`src/rtl/cpu_run_ctrl.sv`:
```
//------------------------------------------------------------------------------
// Module  : cpu_run_ctrl
// Purpose : Run/step/halt sequencer issuing a one-cycle CPU clock-enable.
// Rev     : 1.0
//------------------------------------------------------------------------------
`default_nettype none

module cpu_run_ctrl #(
  parameter int FAST_DIV = 1,
  parameter int SLOW_DIV = 50_000_000,
  parameter int CNT_W    = 32
) (
  input  logic             clk,
  input  logic             reset,
  input  logic             run_sw,
  input  logic             step_btn,
  input  logic             resume_btn,
  input  logic             div_sel,
  input  logic             halt_req,
  input  logic             bp_en,
  input  logic [31:0]      bp_addr,
  input  logic [31:0]      pc,
  output logic             cpu_en,
  output logic [1:0]       state,
  output logic             halted,
  output logic [CNT_W-1:0] cycle_cnt
);

  localparam int MAX_DIV = (FAST_DIV > SLOW_DIV) ? FAST_DIV : SLOW_DIV;
  localparam int DIV_W   = (MAX_DIV > 1) ? $clog2(MAX_DIV) : 1;
  localparam logic [DIV_W-1:0] C_FAST_LIM = DIV_W'(FAST_DIV - 1);
  localparam logic [DIV_W-1:0] C_SLOW_LIM = DIV_W'(SLOW_DIV - 1);

  typedef enum logic [1:0] {
    IDLE = 2'd0,
    RUN  = 2'd1,
    STEP = 2'd2,
    HALT = 2'd3
  } state_t;

  state_t           r_state, w_next_state;
  logic [DIV_W-1:0] r_div_cnt, w_next_div;
  logic             r_bp_skip, w_next_skip;
  logic             r_step_q, r_resume_q;

  logic             w_step_rise, w_resume_rise, w_tick, w_bp_hit;
  logic [DIV_W-1:0] w_div_lim;

  assign w_step_rise   = step_btn & ~r_step_q;
  assign w_resume_rise = resume_btn & ~r_resume_q;
  assign w_div_lim     = div_sel ? C_SLOW_LIM : C_FAST_LIM;
  // ">=" so a switch to a faster rate mid-count ticks without wrapping around
  assign w_tick        = (r_div_cnt >= w_div_lim);
  assign w_bp_hit      = bp_en && (pc == bp_addr) && !r_bp_skip;

  always_ff @(posedge clk or posedge reset) begin
    if (reset) begin
      r_state    <= IDLE;
      r_div_cnt  <= '0;
      r_bp_skip  <= 1'b0;
      r_step_q   <= 1'b1;
      r_resume_q <= 1'b1;
      cycle_cnt  <= '0;
    end else begin
      r_state    <= w_next_state;
      r_div_cnt  <= w_next_div;
      r_bp_skip  <= w_next_skip;
      r_step_q   <= step_btn;
      r_resume_q <= resume_btn;
      if (cpu_en) cycle_cnt <= cycle_cnt + CNT_W'(1);
    end
  end

  always_comb begin
    w_next_state = r_state;
    w_next_div   = r_div_cnt;
    w_next_skip  = r_bp_skip;
    cpu_en       = 1'b0;
    case (r_state)
      IDLE: begin
        w_next_div = '0;
        if (run_sw)           w_next_state = RUN;
        else if (w_step_rise) w_next_state = STEP;
      end
      RUN: begin
        if (w_tick) begin
          w_next_div = '0;
          if (w_bp_hit) begin
            w_next_state = HALT;
          end else begin
            cpu_en      = 1'b1;
            w_next_skip = 1'b0;
            if (halt_req)     w_next_state = HALT;
            else if (!run_sw) w_next_state = IDLE;
          end
        end else if (!run_sw) begin
          w_next_div   = '0;
          w_next_state = IDLE;
        end else begin
          w_next_div = r_div_cnt + DIV_W'(1);
        end
      end
      STEP: begin
        cpu_en       = 1'b1;
        w_next_skip  = 1'b0;
        w_next_state = halt_req ? HALT : IDLE;
      end
      HALT: begin
        // Skip the breakpoint once so resuming executes the trapped instruction
        if (w_resume_rise) begin
          w_next_state = IDLE;
          w_next_skip  = 1'b1;
        end
      end
      default: w_next_state = IDLE;
    endcase
  end

  assign state  = r_state;
  assign halted = (r_state == HALT);

endmodule

`default_nettype wire
```
`config.mk`:
```
export PLATFORM = sky130hd
export DESIGN_NAME = cpu_run_ctrl
export DESIGN_NICKNAME = d
export VERILOG_FILES = /design/src/rtl/cpu_run_ctrl.sv
export SDC_FILE = /design/constraint.sdc
export NUM_CORES = 1
export LEC_CHECK = 0
export ABC_AREA = 0
export BUFFER_PORTS_ARGS = -buffer_cell sky130_fd_sc_hd__buf_2
export CAP_MARGIN = 25
export CORE_UTILIZATION = 45
export DETAILED_ROUTE_END_ITERATION = 16
export GPL_ROUTABILITY_DRIVEN = 0
export PLACE_DENSITY = 0.72
export SETUP_SLACK_MARGIN = 0.02
export SLEW_MARGIN = 20
export SYNTH_ARGS = -nofsm -noshare
export SYNTH_HDL_FRONTEND = slang
export SYNTH_SLANG_ARGS = --single-unit
```
`constraint.sdc`:
```
create_clock -name clk -period 3 [get_ports clk]
set_input_delay 0.45 -clock clk [delete_from_list [all_inputs] [get_ports clk]]
set_output_delay 0.45 -clock clk [all_outputs]
set_load 0.01 [all_outputs]
```
Word level (Yosys, flattened, before mapping). Index checks and enable logic that the tools add are counted.

Register bits after elaboration: 63. Bits in latches: 0. Bits in writable memories: 0. Bits in read-only memories: 0. Bits of input ports: 72. Memories kept: 0.

$add $sub $neg: 2. Multiply operators: 0. Div/mod/pow operators: 0. $lt $le $gt $ge: 1. Eq/ne operators: 8. Shift operators: 0. Muxes and demuxes: 20. Bitwise gates (word level): 4. Reduce and logical (&&, ||, !) cells: 8.

Operators with widths (count): $mux W26 (3); $pmux W26 S2 (1); $add A32 B1 Y32 const B (1); $eq A32 B32 Y1 (1); $add A26 B1 Y26 const B (1); $ge A26 B26 Y1 (1); $mux W2 (8); $pmux W2 S4 (1); $mux W1 (5); $eq A2 B2 Y1 const B (2); $ne A2 B2 Y1 const B (2); $reduce_and A4 Y1 (1); $ne A3 B3 Y1 const B (1); $pmux W1 S3 (1); $reduce_bool A3 Y1 (1); $and A1 B1 Y1 (2); $eq A2 B1 Y1 const B (1); $logic_and A1 B1 Y1 (2); $logic_not A2 Y1 (1); $ne A2 B1 Y1 const B (1); $not A1 Y1 (2); $pmux W1 S2 (1); $reduce_and A2 Y1 (1); $reduce_bool A2 Y1 (1); $logic_not A1 Y1 (1).

Logic depth before layout (Yosys ltp). Gate-level depths: netlist of run 1.

Depth in word-level cells: 6. Depth in mapped cells: 10. Gate-level depth less buffers: 9.

Least setup slack after synthesis of run 1. No wires, ideal clock.

Path type: input to output. Start point: input div_sel. End point: output cpu_en. Data arrival time: 2572 ps. Required time: 2550 ps. Slack: -22 ps. Stages on the path: 9. Path buffers: 1. Cell sequence: inv_1 ha_1 and2_1 a221o_1 a221oi_4 o221ai_2 o211ai_4 buf_6 inv_1.

Word-level cells in the longest chain between the ends: 4.

Ends and longest elaborated chain: from (decl) (RTL line 18) `input logic div_sel,`; $mux W26 (RTL line 51) `assign w_div_lim = div_sel ? C_SLOW_LIM : C_FAST_LIM;`; $ge A26 B26 Y1 (RTL line 53) `assign w_tick = (r_div_cnt >= w_div_lim);`; $mux W1 (RTL line 86) `if (w_tick) begin`; $pmux W1 S2 (RTL line 79) `case (r_state)`; to (decl) (RTL line 23) `output logic cpu_en,`.

Every way passes these cells.

Final worst setup path of run 1.
Start point: register r_div_cnt[19]. End point: output cpu_en.

Word-level cells in the longest chain between the ends: 3.

Ends and longest elaborated chain: from (decl) (RTL line 42) `logic [DIV_W-1:0] r_div_cnt, w_next_div;`; from (signal assigned) (RTL line 66) `r_div_cnt <= w_next_div;`; $ge A26 B26 Y1 (RTL line 53); $mux W1 (RTL line 86); $pmux W1 S2 (RTL line 79).

Every way passes these cells.

==> results of run 1 <==
==> stage by stage <==
stage	area [um^2]	utilization, %	worst slack, ns	power, uW	cells
3_5_place_dp	5030	54.4	-0.0585	1710	688
6_report	5320	57.6	0.132	2430	709
2_1_floorplan	4290	-	0.0285	1460	449
3_3_place_gp	5030	54.4	0.0568	1680	688
5_1_grt	5320	57.6	0.00446	2570	709
4_1_cts	5220	56.5	0.0214	2430	705
==> final timing paths <==
kind	start	slack, ns	cells after the start	to
worst max-delay path	r_div_cnt[19]	0.13	8	cpu_en
worst min-delay path	reset	0.17	2	cycle_cnt[5]
worst max register to register	r_div_cnt[19]	0.34	9	cycle_cnt[1]
worst min register to register	cycle_cnt[31]	0.46	1	cycle_cnt[31]
max in group asynchronous	reset	2.07	3	r_step_q
min in group clk	step_btn	0.23	1	r_step_q
==> where the power goes <==
part	switching, uW	leakage (uW)	internal, uW	total, uW
clock	342	0.0000960	381	722
sequential	69.9	0.000851	897	967
combinational	472	0.00166	271	742
total	883	0.00261	1550	2430
==> logic make-up after synthesis <==
group	Yosys count	share of synthesized area, %
and+or+nand+nor	179	25.1
adders and majority gates	24	7.01
AOI/OAI and AO/OA	82	13.1
xor gates and xnor gates	68	13.9
buffers and inverters	32	3.77
DFF	63	36.9
muxes	1	0.263
==> flip-flops by register name (all words and copies together) (netlist names) <==
name and flops:
r_resume_q 1, r_bp_skip 1, cycle_cnt 32, r_step_q 1
state 2, r_div_cnt 26
==> per-layer routing <==
| layer | global-route usage, % | share of wire, % | up-vias | wire, um |
|---|---|---|---|---|
| met4 | 6.67 | 1.2 | 0 | 129 |
| li1 | - | - | 1890 | - |
| met3 | 4.08 | 5.2 | 13 | 544 |
| met5 | 0 | 0 | - | 0 |
| met2 | 38.6 | 52 | 138 | 5440 |
| met1 | 26.4 | 42 | 1875 | 4370 |
==> cells in the final DEF, fill, tap and decap left out, drive strengths merged, types with 2 or more instances in the layout <==
master    count
buf         128
clkbuf       10
a21o          3
and2          3
nor4         35
nand2        41
nor3         10
xor2         63
clkinv        4
nand4        11
a211o         3
o31ai         6
nand3b        2
ha           24
nand3        24
xnor2         5
clkinvlp      2
and3          8
o211ai        5
and4          5
a21oi        10
nor2b         7
o211a         2
nand2b        2
dfrtp        61
o21ai        41
dfstp         2
nor2         24
inv          18
or4           2
a31oi         4
==> final cells by class <==
type,instances,area [um^2],share of cell area [%]
multi-input combinational,354,2600,48.8
sequential,63,1580,29.7
timing repair buffer,128,716,13.4
tap,129,161,3.03
clock buffer,10,128,2.40
inverter,19,75.1,1.41
clock inverter,6,61.3,1.15
==> what timing repair did <==
action,CTS,global route
buffers inserted,1,4
gates resized for setup,0,12
pin swaps,1,8
setup endpoints to repair,1,1
==> results.cfg, run 1 <==
[drt]
ant_nets = 0
wl_um = 10500
dr.pass1.iters = 5
via_per_inst = 5.52
drt_iter0_drc = 135
vias = 3916
drc = 0
routedWlPerCell_um = 14.8

[global_route]
first_global_vias = 3744
grt_max_degree = 31
antenna_found_initial = 0
overflow = 0
grt_util_all_layers_pct = 21.6
grt_pass1_wl_um = 17100

[yosys]
synth_top_area_cell = dfrtp_1
synth_top_cell_area_share_pct = 35.6
synth_edf_count = 0
ys_warn_count = 0
synth_area_um2 = 4280
ys.flop_type = dfrtp_1
syn-num-nets = 545
ys_types = 53
ys_top_cells_by_area = dfrtp_1 36%, xor2_1 13%, ha_1 7.0%, o21ai_0 4.8%, nor4_2 4.4%
syn_avg_cell_area_um2 = 9.54
synth_commonest_cells = 63 x xor2_1, 61 x dfrtp_1, 41 x nand2_1, 41 x o21ai_0
synthArstFlopShare_pct = 100
syn_inst = 449
ys_ff_latch = 63
yosysMostFrequentCell = xor2_1
ys_seq_area_share_pct = 36.9

[critical_path]
critPathMaxFanout = 4
startpoint_type = register
path_cells = ha_4 > a21o_1 > a221o_1 > a221oi_4 > o221ai_2 > o211ai_4 > inv_1 > buf_2
critPathRequiredTime_ns = 2.55
cp_top_family = compound AO/OA/AOI/OAI gates
path_buf_inv = 2
path_class = register to output port
crit_arrival_ns = 2.42
slowest_delay_ns = 0.45
slowest_stage = dfrtp_1
cp-end-kind = output port

[cts]
cts_made_buffers = 9
cts_tree = yes
cts_sinks = 63
clkLatencyLatePin_ns = 0.34
root_buffer = clkbuf_8
clk_path_buf_depth = 2
ctsHoldBuffers = 0
clkTransAtPathRegs_ns = 0.07
cts_max_level = 3

[final_layout]
drive_above_1_share_pct = 31.6
finish.net_count = 671
area_delta_synth_final_pct = 24.2
nFillCells = 800
n_antenna_cell = 0

[floorplan]
initial_core_util_pct = 46.4
die_area_um2 = 9910
die_x_um = 99.6
ios = 108
fp.dieH_um = 99.6
core.rowCount = 35
core_um2 = 9240

[timing]
hold_ws_ns = 0.172
finClkSkew_ns = 0.0103
hold_viol = 0
max_slew_margin_pct = 52.2
min_period_ns = 2.87
report.final.slew_viol_count = 0
setup_tns_ns = 0
max_freq_mhz = 349
min_period_over_period_pct = 95.6
rsz0062_at_grt = yes
final-setup-viol-count = 0
tightest_slew_ns = 0.711

[power_and_ir_drop]
p_leak_uw = 0.00261
p_per_area_nw_per_um2 = 457
peakVddDrop_mv = 0.239

[hold_path]
hold_path_class = primary input to asynchronous set/reset pin

[flow_run]
cap_violations = 0

[placement]
dpl.hpwl_um = 7880
port_buffers = 107

[status]
status = finished, final reports clean
(Power assumes the default switching activity.)
==> inputs of run 2 (changes only) <==
- MAX_ROUTING_LAYER: unset -> met4
==> run 2 against run 1 <==
Net effect: combinational power is essentially flat; clock skew is essentially flat; critical path depth is the same; largest power group unchanged; utilization is the same; cell area is the same; flip-flop and latch count is the same; via count shrank 0.33%; critical endpoint unchanged; die area is the same.
==> results.cfg, run 2 (same netlist as run 1, synthesis figures left out) <==
[status]
status = finished, final reports clean

[flow_run]
cap_violations = 0

[final_layout]
fin_area_um2 = 5320
top_register = cycle_cnt
area_delta_synth_final_pct = 24.2
final_common_cell = buf_2
multi_input_area_um2 = 2600
drive_above_1_share_pct = 31.6
finish.net_count = 671
nFillCells = 800
largest_register_ffs = 32
fin_cells = 709
final_cell_mix = 106 x buf_2, 63 x xor2_1, 59 x dfrtp_1
n_antenna_cell = 0
ff_latch_area_um2 = 1580

[cts]
cts_tree = yes
root_buffer = clkbuf_8
cts_made_buffers = 9
clk_path_buf_depth = 2
cts_sinks = 63
clkTransAtPathRegs_ns = 0.07
clkLatencyLatePin_ns = 0.34
cts_max_level = 3

[floorplan]
fp.dieH_um = 99.6
core_um2 = 9240
ios = 108
initial_core_util_pct = 46.4
die_x_um = 99.6
core.rowCount = 35
die_area_um2 = 9910

[global_route]
grt_util_all_layers_pct = 22.3
antenna_found_initial = 0
first_global_vias = 3743
grt_max_degree = 31
overflow = 0
grt_pass1_wl_um = 17100

[critical_path]
slowest_delay_ns = 0.45
startpoint_type = register
crit_arrival_ns = 2.41
critPathRequiredTime_ns = 2.55
rrSetupSlack_ns = 0.34
cp-end-kind = output port
slowest_stage = dfrtp_1
path_cells = ha_4 > a21o_1 > a221o_1 > a221oi_4 > o221ai_2 > o211ai_4 > inv_1 > buf_2
path_class = register to output port
critPathMaxFanout = 4

[power_and_ir_drop]
p_leak_uw = 0.00261
p_total_uw = 2430
peakVddDrop_mv = 0.237
p_per_area_nw_per_um2 = 456

[drt]
routedWlPerCell_um = 14.8
wl_met3_um = 513
via_per_inst = 5.50
wl_met2_um = 5420
wl_um = 10500
dr.pass1.iters = 5
vias = 3903
wl_met1_um = 4450
highest_layer = met4
drc = 0
drt_iter0_drc = 175
ant_nets = 0

[timing]
hold_viol = 0
max_freq_mhz = 349
hold_ws_ns = 0.173
max_slew_margin_pct = 52.7
report.final.slew_viol_count = 0
final-setup-viol-count = 0
rsz0062_at_grt = yes
tightest_slew_ns = 0.702
finClkSkew_ns = 0.0104
min_period_over_period_pct = 95.5
min_period_ns = 2.86

[hold_path]
hold_path_class = primary input to asynchronous set/reset pin

[placement]
port_buffers = 107
dpl.hpwl_um = 7880
dpl_cell_area_um2 = 5030
dp.cells = 688
-- run 2: cell counts in the layout (fill, tap and decap cells not counted) --
No cell type changed its count.
-- run 2: layout make-up --
type	instances	area share, %
Clock inverter	6	1.15
Tap cell	129	3.03
Inverter	19	1.41
Sequential cell	63	29.7
Clock buffer	10	2.40
Timing Repair Buffer	128	13.4
Multi-Input combinational cell	354	48.8
-- run 2: final timing paths --
kind,start,to,cells past startpoint
max,r_div_cnt[19],cpu_en,8
min,reset,cycle_cnt[5],2
max reg2reg,r_div_cnt[19],cycle_cnt[13],10
min reg2reg,cycle_cnt[31],cycle_cnt[31],1
max in group asynchronous,reset,r_step_q,3
min in group clk,step_btn,r_step_q,1
-- run 2: power breakdown --
group | switching [uW] | internal (uW) | leakage [uW]
logic | 471 | 271 | 0.00166
registers | 69.9 | 897 | 0.000851
clock network | 341 | 381 | 0.0000960
total | 881 | 1550 | 0.00261
-- run 2: repair_timing --
| action | 4_1_cts | 5_1_grt |
|---|---|---|
| endpoints found under the hold margin | 0 | 0 |
| pin swaps | 1 | 8 |
| gates resized for setup | 0 | 12 |
| hold buffers | 0 | 0 |
| setup endpoints to repair | 1 | 1 |
| cloned | 0 | 0 |
| buffers inserted | 1 | 4 |
-- run 2: stage by stage --
stage	utilization (%)	setup TNS [ns]	setup slack [ns]
2_1_floorplan	-	0	0.0285
3_3_place_gp	54.4	0	0.0568
3_5_place_dp	54.4	-0.0617	-0.0585
4_1_cts	56.5	0	0.0214
5_1_grt	57.6	0	0.00446
6_report	57.6	0	0.136
-- run 2: worst max-delay path: cells and delay by family, from the launching register on --
| family | cells | cell delay (ns) |
|---|---|---|
| buffers and inverters | 2 | 0.18 |
| adder cells (fa/ha/maj) | 1 | 0.24 |
| AO/OA/AOI/OAI | 5 | 1.19 |
| flip-flops | 1 | 0.45 |
-- run 2: metal layers --
| metal | up-vias | track usage (%) |
|---|---|---|
| met5 | - | - |
| li1 | 1884 | - |
| met3 | 10 | 3.79 |
| met4 | 0 | 6.67 |
| met2 | 136 | 38.7 |
| met1 | 1873 | 26.4 |
